File: config.mk
export PLATFORM = sky130hd
export DESIGN_NAME = usb_m4_byte_fifo
export DESIGN_NICKNAME = d
export VERILOG_FILES = /design/src/rtl/usb_m4_byte_fifo.sv
export SDC_FILE = /design/constraint.sdc
export NUM_CORES = 2
export LEC_CHECK = 0
export ABC_AREA = 1
export CAP_MARGIN = 20
export CORE_MARGIN = 4
export CORE_UTILIZATION = 45
export CTS_CLUSTER_DIAMETER = 150
export CTS_CLUSTER_SIZE = 40
export DETAILED_ROUTE_END_ITERATION = 10
export PLACE_DENSITY = 0.63
export SLEW_MARGIN = 20
export SYNTH_ARGS = -nofsm -noshare
export SYNTH_HDL_FRONTEND = slang
export SYNTH_SLANG_ARGS = --single-unit
File: constraint.sdc
create_clock -name WBs_CLK_i -period 6.9 [get_ports WBs_CLK_i]
set_input_delay 1.38 -clock WBs_CLK_i [delete_from_list [all_inputs] [get_ports WBs_CLK_i]]
set_output_delay 1.38 -clock WBs_CLK_i [all_outputs]
set_load 0.02 [all_outputs]
File: src/rtl/usb_m4_byte_fifo.sv
// Single-clock FWFT byte FIFO between the USB serial engine and the M4 register block.
// Flags and the 4-bit fill codes decode from the registered occupancy count.
module usb_m4_byte_fifo #(
    parameter int DEPTH_LOG2 = 8,
    parameter int AE_LEVEL   = 4,
    parameter int AF_LEVEL   = 252
) (
    input  logic                  WBs_CLK_i,
    input  logic                  WBs_RST_n_i,
    input  logic                  flush_i,
    input  logic                  push_i,
    input  logic [7:0]            din_i,
    input  logic                  pop_i,
    output logic [7:0]            dout_o,
    output logic                  empty_o,
    output logic                  full_o,
    output logic                  ae_o,
    output logic                  af_o,
    output logic [3:0]            popflag_o,
    output logic [3:0]            pushflag_o,
    output logic [DEPTH_LOG2:0]   count_o,
    output logic                  overflow_o,
    output logic                  underflow_o
);

    localparam int DEPTH = 1 << DEPTH_LOG2;
    localparam int CW    = DEPTH_LOG2 + 1;

    typedef logic [CW-1:0] cnt_t;

    localparam cnt_t D_C  = cnt_t'(DEPTH);
    localparam cnt_t Q1_C = cnt_t'(DEPTH / 4);
    localparam cnt_t Q2_C = cnt_t'(DEPTH / 2);
    localparam cnt_t Q3_C = cnt_t'((3 * DEPTH) / 4);
    localparam cnt_t AE_C = cnt_t'(AE_LEVEL);
    localparam cnt_t AF_C = cnt_t'(AF_LEVEL);
    localparam cnt_t ONE  = cnt_t'(1);

    logic [7:0]            mem [DEPTH];
    logic [DEPTH_LOG2-1:0] wr_ptr;
    logic [DEPTH_LOG2-1:0] rd_ptr;
    cnt_t                  count;
    cnt_t                  free;
    logic                  pop_acc;
    logic                  push_acc;

    // Ranges are disjoint so the decoder stays a true one-hot select.
    function automatic logic [3:0] fill_code(input cnt_t n);
        logic [3:0] c;
        c = 4'h6;
        unique case (1'b1)
            (n == '0):               c = 4'h0;
            (n == ONE):              c = 4'h1;
            (n > ONE && n < Q1_C):   c = 4'h2;
            (n >= Q1_C && n < Q2_C): c = 4'h3;
            (n >= Q2_C && n < Q3_C): c = 4'h4;
            (n >= Q3_C && n < D_C):  c = 4'h5;
            default:                 c = 4'h6;
        endcase
        return c;
    endfunction

    assign empty_o  = (count == '0);
    assign full_o   = (count == D_C);
    assign ae_o     = (count <= AE_C);
    assign af_o     = (count >= AF_C);
    assign free     = D_C - count;

    assign popflag_o  = fill_code(count);
    assign pushflag_o = fill_code(free);
    assign count_o    = count;

    assign pop_acc  = pop_i && !empty_o;
    assign push_acc = push_i && (!full_o || pop_acc);

    assign dout_o = empty_o ? 8'h00 : mem[rd_ptr];

    always_ff @(posedge WBs_CLK_i) begin
        if (push_acc && !flush_i) begin
            mem[wr_ptr] <= din_i;
        end
    end

    always_ff @(posedge WBs_CLK_i or negedge WBs_RST_n_i) begin
        if (!WBs_RST_n_i) begin
            wr_ptr      <= '0;
            rd_ptr      <= '0;
            count       <= '0;
            overflow_o  <= 1'b0;
            underflow_o <= 1'b0;
        end else if (flush_i) begin
            wr_ptr      <= '0;
            rd_ptr      <= '0;
            count       <= '0;
            overflow_o  <= 1'b0;
            underflow_o <= 1'b0;
        end else begin
            if (push_acc) begin
                wr_ptr <= wr_ptr + 1'b1;
            end
            if (pop_acc) begin
                rd_ptr <= rd_ptr + 1'b1;
            end
            count <= count + cnt_t'(push_acc) - cnt_t'(pop_acc);
            if (push_i && !push_acc) begin
                overflow_o <= 1'b1;
            end
            if (pop_i && !pop_acc) begin
                underflow_o <= 1'b1;
            end
        end
    end

endmodule
==> Word level (Yosys, flattened, before mapping) <==
Memory sizes are Yosys's and may differ from the RTL's.
Cells that the tools add are included.
{ "classes": {"n_addsub": 5, "magnitude_cmp": 18, "eq_ne": 3, "n_mux": 14, "n_reduce_logical": 25} }
{ "op_table": {"columns": ["operator", "n"], "rows": [
  [">= comparator 9 x 8 -> 1 bit, second input constant", 5],
  ["2-to-1 mux 8 bit", 5],
  ["< comparator 9 x 8 -> 1 bit, second input constant", 4],
  ["case mux 3 bit (6 select lines)", 2],
  ["== test 9 x 1 -> 1 bit, second input constant", 2],
  [">= comparator 9 x 7 -> 1 bit, second input constant", 2],
  ["greater-than comparator 9 x 1 -> 1 bit, second input constant", 2],
  ["logical NOT 9 bit", 2],
  ["< comparator 9 x 7 -> 1 bit, second input constant", 2],
  ["< comparator 9 bit, second input constant", 2],
  ["adder 8 x 1 -> 8 bit, second input constant", 2],
  ["logical AND 1 bit", 13],
  ["adder 9 x 1 -> 9 bit", 1],
  ["== test 9 bit, second input constant", 1],
  ["<= comparator 9 x 3 -> 1 bit, second input constant", 1],
  ["2-to-1 mux 9 bit", 1],
  ["subtractor 9 x 1 -> 9 bit", 1],
  ["subtractor 9 bit, first input constant", 1],
  ["nonzero test 2 bit", 4],
  ["2-to-1 mux 1 bit", 6],
  ["logical NOT 1 bit", 5],
  ["logical OR 1 bit", 1]
]} }
{ "word_totals": {"regBits": 27, "mem_bits_rw": 2048, "input_bits": 13, "out_inout_bits": 31, "wordCells": 71, "mem_count": 1} }
{ "memory_table": {"columns": ["memory", "depth", "width", "rd", "rd_clocked_by_memory_dff", "wr", "line_no", "source"], "rows": [
  ["mem", 256, 8, 1, 0, 1, "39", "logic [7:0] mem [DEPTH];"]
]} }

==> Depth between registers and ports, before layout <==
{ "depth": {"ltp_word": 9, "depth_mapped": 23, "depth_no_buf": 22} }

==> Worst setup path before layout <==
No wires, ideal clock.
{ "synth_timing": {"path_type": "register to register", "start": "register count[1], in the netlist count_o[1]", "end": "register count[6], in the netlist count_o[6]", "setup_ns": 0.064, "arrival_ns": 3.631, "required_ns": 6.836, "path_slack_ns": 3.205, "stages_incl_launch_ff": 24, "path_buffers": 1, "synth_period_minus_slack_ns": 3.695, "path_cell_list": "dfrtp_1 > inv_1 > ha_1 > nand2_1 > nor2_1 > ha_1 > buf_2 > inv_2 > nand2_2 > nand2_1 > nand2_1 > ha_1 > inv_1 > ha_1 > fa_1 > inv_1 > nor2_1 > o21ai_0 > and2_1 > nor2_1 > o21ai_0 > nand2_1 > a21oi_1 > o21a_1"} }
{ "synth_between": {"elab_chain_len": 8, "elab_cells_between_ends": 10, "classes_between": "2 x add/sub; 1 x eq/ne; 1 x mux; 6 x reduce/logical"} }
{ "synth_lines": {"columns": ["element", "line_no", "source"], "rows": [
  ["start, declared", "42", "cnt_t count;"],
  ["start signal, assigned", "104", "count <= count + cnt_t'(push_acc) - cnt_t'(pop_acc);"],
  ["logical NOT 9 bit *", "63", "assign empty_o = (count == '0);"],
  ["named net empty_o", "15", "output logic empty_o,"],
  ["logical NOT 1 bit *", "73", "assign pop_acc = pop_i && !empty_o;"],
  ["logical AND 1 bit *", "73", null],
  ["logical OR 1 bit", "74", "assign push_acc = push_i && (!full_o || pop_acc);"],
  ["logical AND 1 bit", "74", null],
  ["adder 9 x 1 -> 9 bit", "104", null],
  ["subtractor 9 x 1 -> 9 bit *", "104", null],
  ["2-to-1 mux 9 bit *", "91", "end else if (flush_i) begin"]
]} }
Mark *: on every way through the listed nets, which the timed path passes. The rest lies on a longest branch.
A chain may end at the register's enable or synchronous reset.

==> Final worst setup path <==
{ "layout_timing": {"start": "register rd_ptr[0]", "end": "output port dout_o[6]"} }
{ "layout_between": {"elab_chain_len": 2} }
{ "layout_lines": {"columns": ["element", "line_no", "source"], "rows": [
  ["start, declared", "41", "logic [DEPTH_LOG2-1:0] rd_ptr;"],
  ["start signal, assigned", "102", "rd_ptr <= rd_ptr + 1'b1;"],
  ["memory read (256 x 8 bit)", null, null],
  ["2-to-1 mux 8 bit", "76", "assign dout_o = empty_o ? 8'h00 : mem[rd_ptr];"],
  ["end, declared", "14", "output logic [7:0] dout_o,"]
]} }
No other way between the ends.

==> impl_metrics.xml <==
<?xml version="1.0" encoding="UTF-8"?>
<metrics>
  <group name="global_routing">
    <metric name="grt_pass1_wl" unit="microns">358000</metric>
    <metric name="first_global_vias" unit="">54900</metric>
    <metric name="grt_antenna_before_repair" unit="">7</metric>
    <metric name="maximum_number_of_pins_on_one_net_before_global_route_repair" unit="">239</metric>
    <metric name="grt_ovf" unit="">0</metric>
    <metric name="globalRouteTotalUtil" unit="%">23.1</metric>
  </group>
  <group name="setup_path">
    <metric name="cp_cell_sequence" unit="">clkinv_16 -&gt; buf_4 -&gt; o21ai_0 -&gt; nand3_1 -&gt; nand3_1 -&gt; a21oi_1 -&gt; nor2_1 -&gt; nand2_1 -&gt; nand3_1 -&gt; a21oi_1 -&gt; buf_4</metric>
    <metric name="crit_path_max_fanout" unit="">238</metric>
    <metric name="worstSetupEndpointType" unit="">output port</metric>
    <metric name="critical_path_buf_inv_count" unit="">3</metric>
    <metric name="startpoint_type" unit="">register</metric>
    <metric name="timing.critical_path.slowest_stage_cell" unit="">sky130_fd_sc_hd__dfrtp_4</metric>
    <metric name="crit_path_max_incr_delay" unit="ns">0.76</metric>
    <metric name="critical-path-top-delay-family" unit="">compound AO/OA/AOI/OAI gates</metric>
    <metric name="required" unit="ns">5.52</metric>
    <metric name="critical_path_arrival" unit="ns">5.24</metric>
    <metric name="crit_type" unit="">register to output port</metric>
    <metric name="cpMostUsedCell" unit="">sky130_fd_sc_hd__nand3_1</metric>
  </group>
  <group name="cells_and_area">
    <metric name="areaGrowthSynthToFinish" unit="%">4.47</metric>
    <metric name="layout.cells.most_common" unit="">sky130_fd_sc_hd__nand2_1</metric>
    <metric name="fillerInstances" unit="">17800</metric>
    <metric name="postLayoutCellArea" unit="sq mm">0.0922</metric>
    <metric name="seq_area" unit="sq mm">0.0622</metric>
    <metric name="final_cell_mix" unit="">sky130_fd_sc_hd__nand2_1 (2219), sky130_fd_sc_hd__edfxtp_1 (2048), sky130_fd_sc_hd__nor2_1 (1216)</metric>
    <metric name="finish.net_count" unit="">7900</metric>
    <metric name="post_route_cells_drive_above_1_share" unit="%">2.77</metric>
    <metric name="multi_input_comb_area" unit="sq mm">0.0213</metric>
    <metric name="instances_no_fill" unit="">10500</metric>
  </group>
  <group name="synth">
    <metric name="synth_xor_area_share" unit="%">0.0496</metric>
    <metric name="synthMuxAreaShare" unit="%">0</metric>
    <metric name="synth_adder_area_share" unit="%">0.519</metric>
    <metric name="synth-compound-area-share" unit="%">4.75</metric>
    <metric name="syn_area_per_cell" unit="sq um">10.9</metric>
    <metric name="edff_count_synth" unit="">2048</metric>
    <metric name="synth_sequential_area_ratio" unit="%">70.5</metric>
    <metric name="yosysWarnings" unit="">0</metric>
    <metric name="number_of_instances_in_the_synthesized_netlist" unit="">8109</metric>
    <metric name="synth-seq-cells" unit="">2075</metric>
    <metric name="synth_top_family_by_area" unit="">simple AND/OR/NAND/NOR gates</metric>
    <metric name="yosys.area_share.simple" unit="%">18.8</metric>
    <metric name="synth_flop_cell" unit="">sky130_fd_sc_hd__edfxtp_1</metric>
    <metric name="mappedNetlistArea" unit="sq mm">0.0883</metric>
    <metric name="synth.distinct_cells" unit="">46</metric>
    <metric name="share_of_async_settable_or_async_resettable_flops_after_synthesis" unit="%">1.30</metric>
  </group>
  <group name="cts">
    <metric name="tritoncts" unit="">done</metric>
    <metric name="postCtsSetupBuffers" unit="">0</metric>
    <metric name="ctsRootBufferMaster" unit="">sky130_fd_sc_hd__clkbuf_16</metric>
    <metric name="numClockSinks" unit="">2075</metric>
    <metric name="clock_path_buffers" unit="">3</metric>
    <metric name="clk-insertion-delay-late" unit="ns">0.76</metric>
    <metric name="h-tree-depth" unit="">2</metric>
    <metric name="cts.reportedPaths.clkPinSlew" unit="ns">0.15</metric>
    <metric name="cts_hold_repair.buffers" unit="">0</metric>
    <metric name="post_cts_resize_count" unit="">0</metric>
    <metric name="cts_made_buffers" unit="">57</metric>
  </group>
  <group name="routing">
    <metric name="detailedRoute.firstPassIterationCount" unit="">6</metric>
    <metric name="vias_per_cell" unit="">5.49</metric>
    <metric name="drt_first_iter_violations" unit="">6733</metric>
    <metric name="route.antenna.remaining_nets" unit="">0</metric>
    <metric name="route.vias.total" unit="">57700</metric>
    <metric name="drt_wl_total" unit="microns">242000</metric>
    <metric name="drc" unit="">0</metric>
    <metric name="wl_per_cell" unit="microns">23.0</metric>
  </group>
  <group name="place">
    <metric name="place.detailed.hpwl" unit="microns">140000</metric>
    <metric name="place_area" unit="sq mm">0.0906</metric>
    <metric name="place.gp.congestion" unit="">0.878</metric>
    <metric name="place_inst" unit="">10400</metric>
    <metric name="placement.io_buffers" unit="">41</metric>
  </group>
  <group name="power">
    <metric name="leak_pwr" unit="nW">33.5</metric>
    <metric name="power.ir.vdd_worst" unit="uV">218</metric>
    <metric name="power_density" unit="mW/mm^2">256</metric>
  </group>
  <group name="sta">
    <metric name="fin_skew" unit="ns">0.0392</metric>
    <metric name="rsz0062_at_grt" unit="">no</metric>
    <metric name="post-route-period-util" unit="%">95.9</metric>
    <metric name="maximum_clock_frequency" unit="GHz">0.151</metric>
    <metric name="finalSetupTns" unit="ns">0</metric>
    <metric name="final.min_clock_period" unit="ns">6.62</metric>
    <metric name="setup_viol_count_final" unit="">0</metric>
    <metric name="timing_max_transition_violations_final" unit="">0</metric>
    <metric name="worst_pin_slew" unit="ns">1.14</metric>
    <metric name="timing.max_slew.rel_slack" unit="%">24.3</metric>
    <metric name="hold_viol_final" unit="">0</metric>
  </group>
  <group name="min_path">
    <metric name="holdCritPathClass" unit="">register to register</metric>
  </group>
  <group name="floorplanning">
    <metric name="initial_utilization" unit="%">45.3</metric>
    <metric name="die_w" unit="microns">451</metric>
    <metric name="ios" unit="">44</metric>
    <metric name="core.rowCount" unit="">162</metric>
    <metric name="fp.dieH" unit="microns">451</metric>
    <metric name="fp.dieArea" unit="sq mm">0.203</metric>
    <metric name="std_cell_core_area" unit="sq mm">0.195</metric>
  </group>
  <group name="outcome">
    <metric name="status" unit="">complete, no violations</metric>
  </group>
  <group name="flow_run">
    <metric name="maxCapViolCount" unit="">0</metric>
  </group>
</metrics>
[layout make-up]
type | count | share of cell area, %
repair buffers | 149 | 1.70
flip-flops and latches | 2075 | 67.4
well taps | 2624 | 3.56
diodes | 3 | 0.00814
multi-input cells | 4978 | 23.1
clock inverters | 2 | 0.0176
inverters | 590 | 2.45
clock buffers | 82 | 1.70
[per-stage QoR]
step / power (mW) / utilization (%) / hold slack (ns) / setup WS, ns
6_report: 23.6 / 47.3 / 0.540 / 0.280
3_3_place_gp: 18.7 / 46.5 / 0.491 / 1.22
3_5_place_dp: 18.7 / 46.5 / 0.511 / 1.21
4_1_cts: 23.6 / 47.3 / 0.546 / 0.325
2_1_floorplan: 17.1 / - / 0.548 / 3.20
5_1_grt: 24.5 / 47.3 / 0.575 / 0.258
[routing by layer]
metal	routed length (microns)	track usage, %	share of wire [%]	vias to the layer above
li1	-	-	-	26600
met4	9230	8.02	3.8	6
met3	19400	3.34	8.0	349
met1	99600	32.4	41	28300
met2	113000	37.2	47	2426
met5	53	0	0.022	-
[worst register-to-register path, stage by stage, from the launching register on]
cell	delay (ns)
sky130_fd_sc_hd__dfrtp_1	0.50
sky130_fd_sc_hd__inv_1	0.20
sky130_fd_sc_hd__ha_1	0.29
sky130_fd_sc_hd__nand2_1	0.11
sky130_fd_sc_hd__nor2_1	0.08
sky130_fd_sc_hd__ha_1	0.54
sky130_fd_sc_hd__inv_2	0.20
sky130_fd_sc_hd__nand2_2	0.17
sky130_fd_sc_hd__nand2_1	0.10
sky130_fd_sc_hd__nand2_1	0.20
sky130_fd_sc_hd__nor2_1	0.40
sky130_fd_sc_hd__nand4_1	0.88
sky130_fd_sc_hd__buf_4	0.61
sky130_fd_sc_hd__nor2_1	0.66
[registers in the layout, indices dropped and copies added, names as in the netlist]
name / flops
rd_ptr: 8
underflow_o: 1
overflow_o: 1
wr_ptr: 8
mem: 2048
count_o: 9
[synthesized netlist by cell type (2+ instances only)]
library cell               instances  area [sq um]
sky130_fd_sc_hd__o22ai_1           2          12.5
sky130_fd_sc_hd__xor2_1            4          35.0
sky130_fd_sc_hd__nor3_1            6          30.0
sky130_fd_sc_hd__nor2_1         1218          4570
sky130_fd_sc_hd__a31oi_1           2          12.5
sky130_fd_sc_hd__or2_2             6          37.5
sky130_fd_sc_hd__buf_1            60           225
sky130_fd_sc_hd__edfxtp_1       2048         61500
sky130_fd_sc_hd__buf_8             4          60.1
sky130_fd_sc_hd__and2_1            2          12.5
sky130_fd_sc_hd__and3_1            2          12.5
sky130_fd_sc_hd__buf_2           141           706
sky130_fd_sc_hd__clkinv_1          6          22.5
sky130_fd_sc_hd__nand4_2           4          50.1
sky130_fd_sc_hd__nand3_1         677          3390
sky130_fd_sc_hd__clkbuf_1        143           537
sky130_fd_sc_hd__buf_4            77           578
sky130_fd_sc_hd__a211oi_1          2          15.0
sky130_fd_sc_hd__o211ai_1         93           698
sky130_fd_sc_hd__nand2_1        2220          8330
sky130_fd_sc_hd__ha_1             35           438
sky130_fd_sc_hd__o21ai_1          25           125
sky130_fd_sc_hd__inv_1           581          2180
sky130_fd_sc_hd__o21ai_0         516          2580
sky130_fd_sc_hd__a221oi_1          2          17.5
sky130_fd_sc_hd__o211ai_2          2          25.0
sky130_fd_sc_hd__dfrtp_1          27           676
sky130_fd_sc_hd__a21oi_1         130           651
sky130_fd_sc_hd__nand4_1          16           100
sky130_fd_sc_hd__buf_6            42           473
[power breakdown]
part           internal (mW)  total, mW  switching [mW]  leakage [nW]
Clock                   1.60       5.16            3.56         0.759
Sequential              13.9       14.0          0.0919          18.8
Combinational           1.27       4.47            3.20          14.0
Total                   16.7       23.6            6.85          33.5
[logic make-up after synthesis]
kind of cell,Yosys count
other,1
adder cells (fa/ha/maj),36
AND/OR/NAND/NOR,4155
buffers and inverters,1057
flip-flops,2075
AO/OA/AOI/OAI,780
XOR/XNOR,5
[worst paths after layout]
kind | startpoint | endpoint | slack [ns] | cells past startpoint
hold / removal | underflow_o | underflow_o | 0.54 | 2
hold reg to reg | underflow_o | underflow_o | 0.54 | 2
min in group asynchronous | WBs_RST_n_i | count_o[3] | 1.00 | 2
setup reg to reg | count_o[1] | mem[227][1] | 1.61 | 13
setup / recovery | rd_ptr[0] | dout_o[6] | 0.28 | 11
max in group asynchronous | WBs_RST_n_i | rd_ptr[2] | 5.54 | 2
No activity file was read; power rests on OpenSTA's default activity.
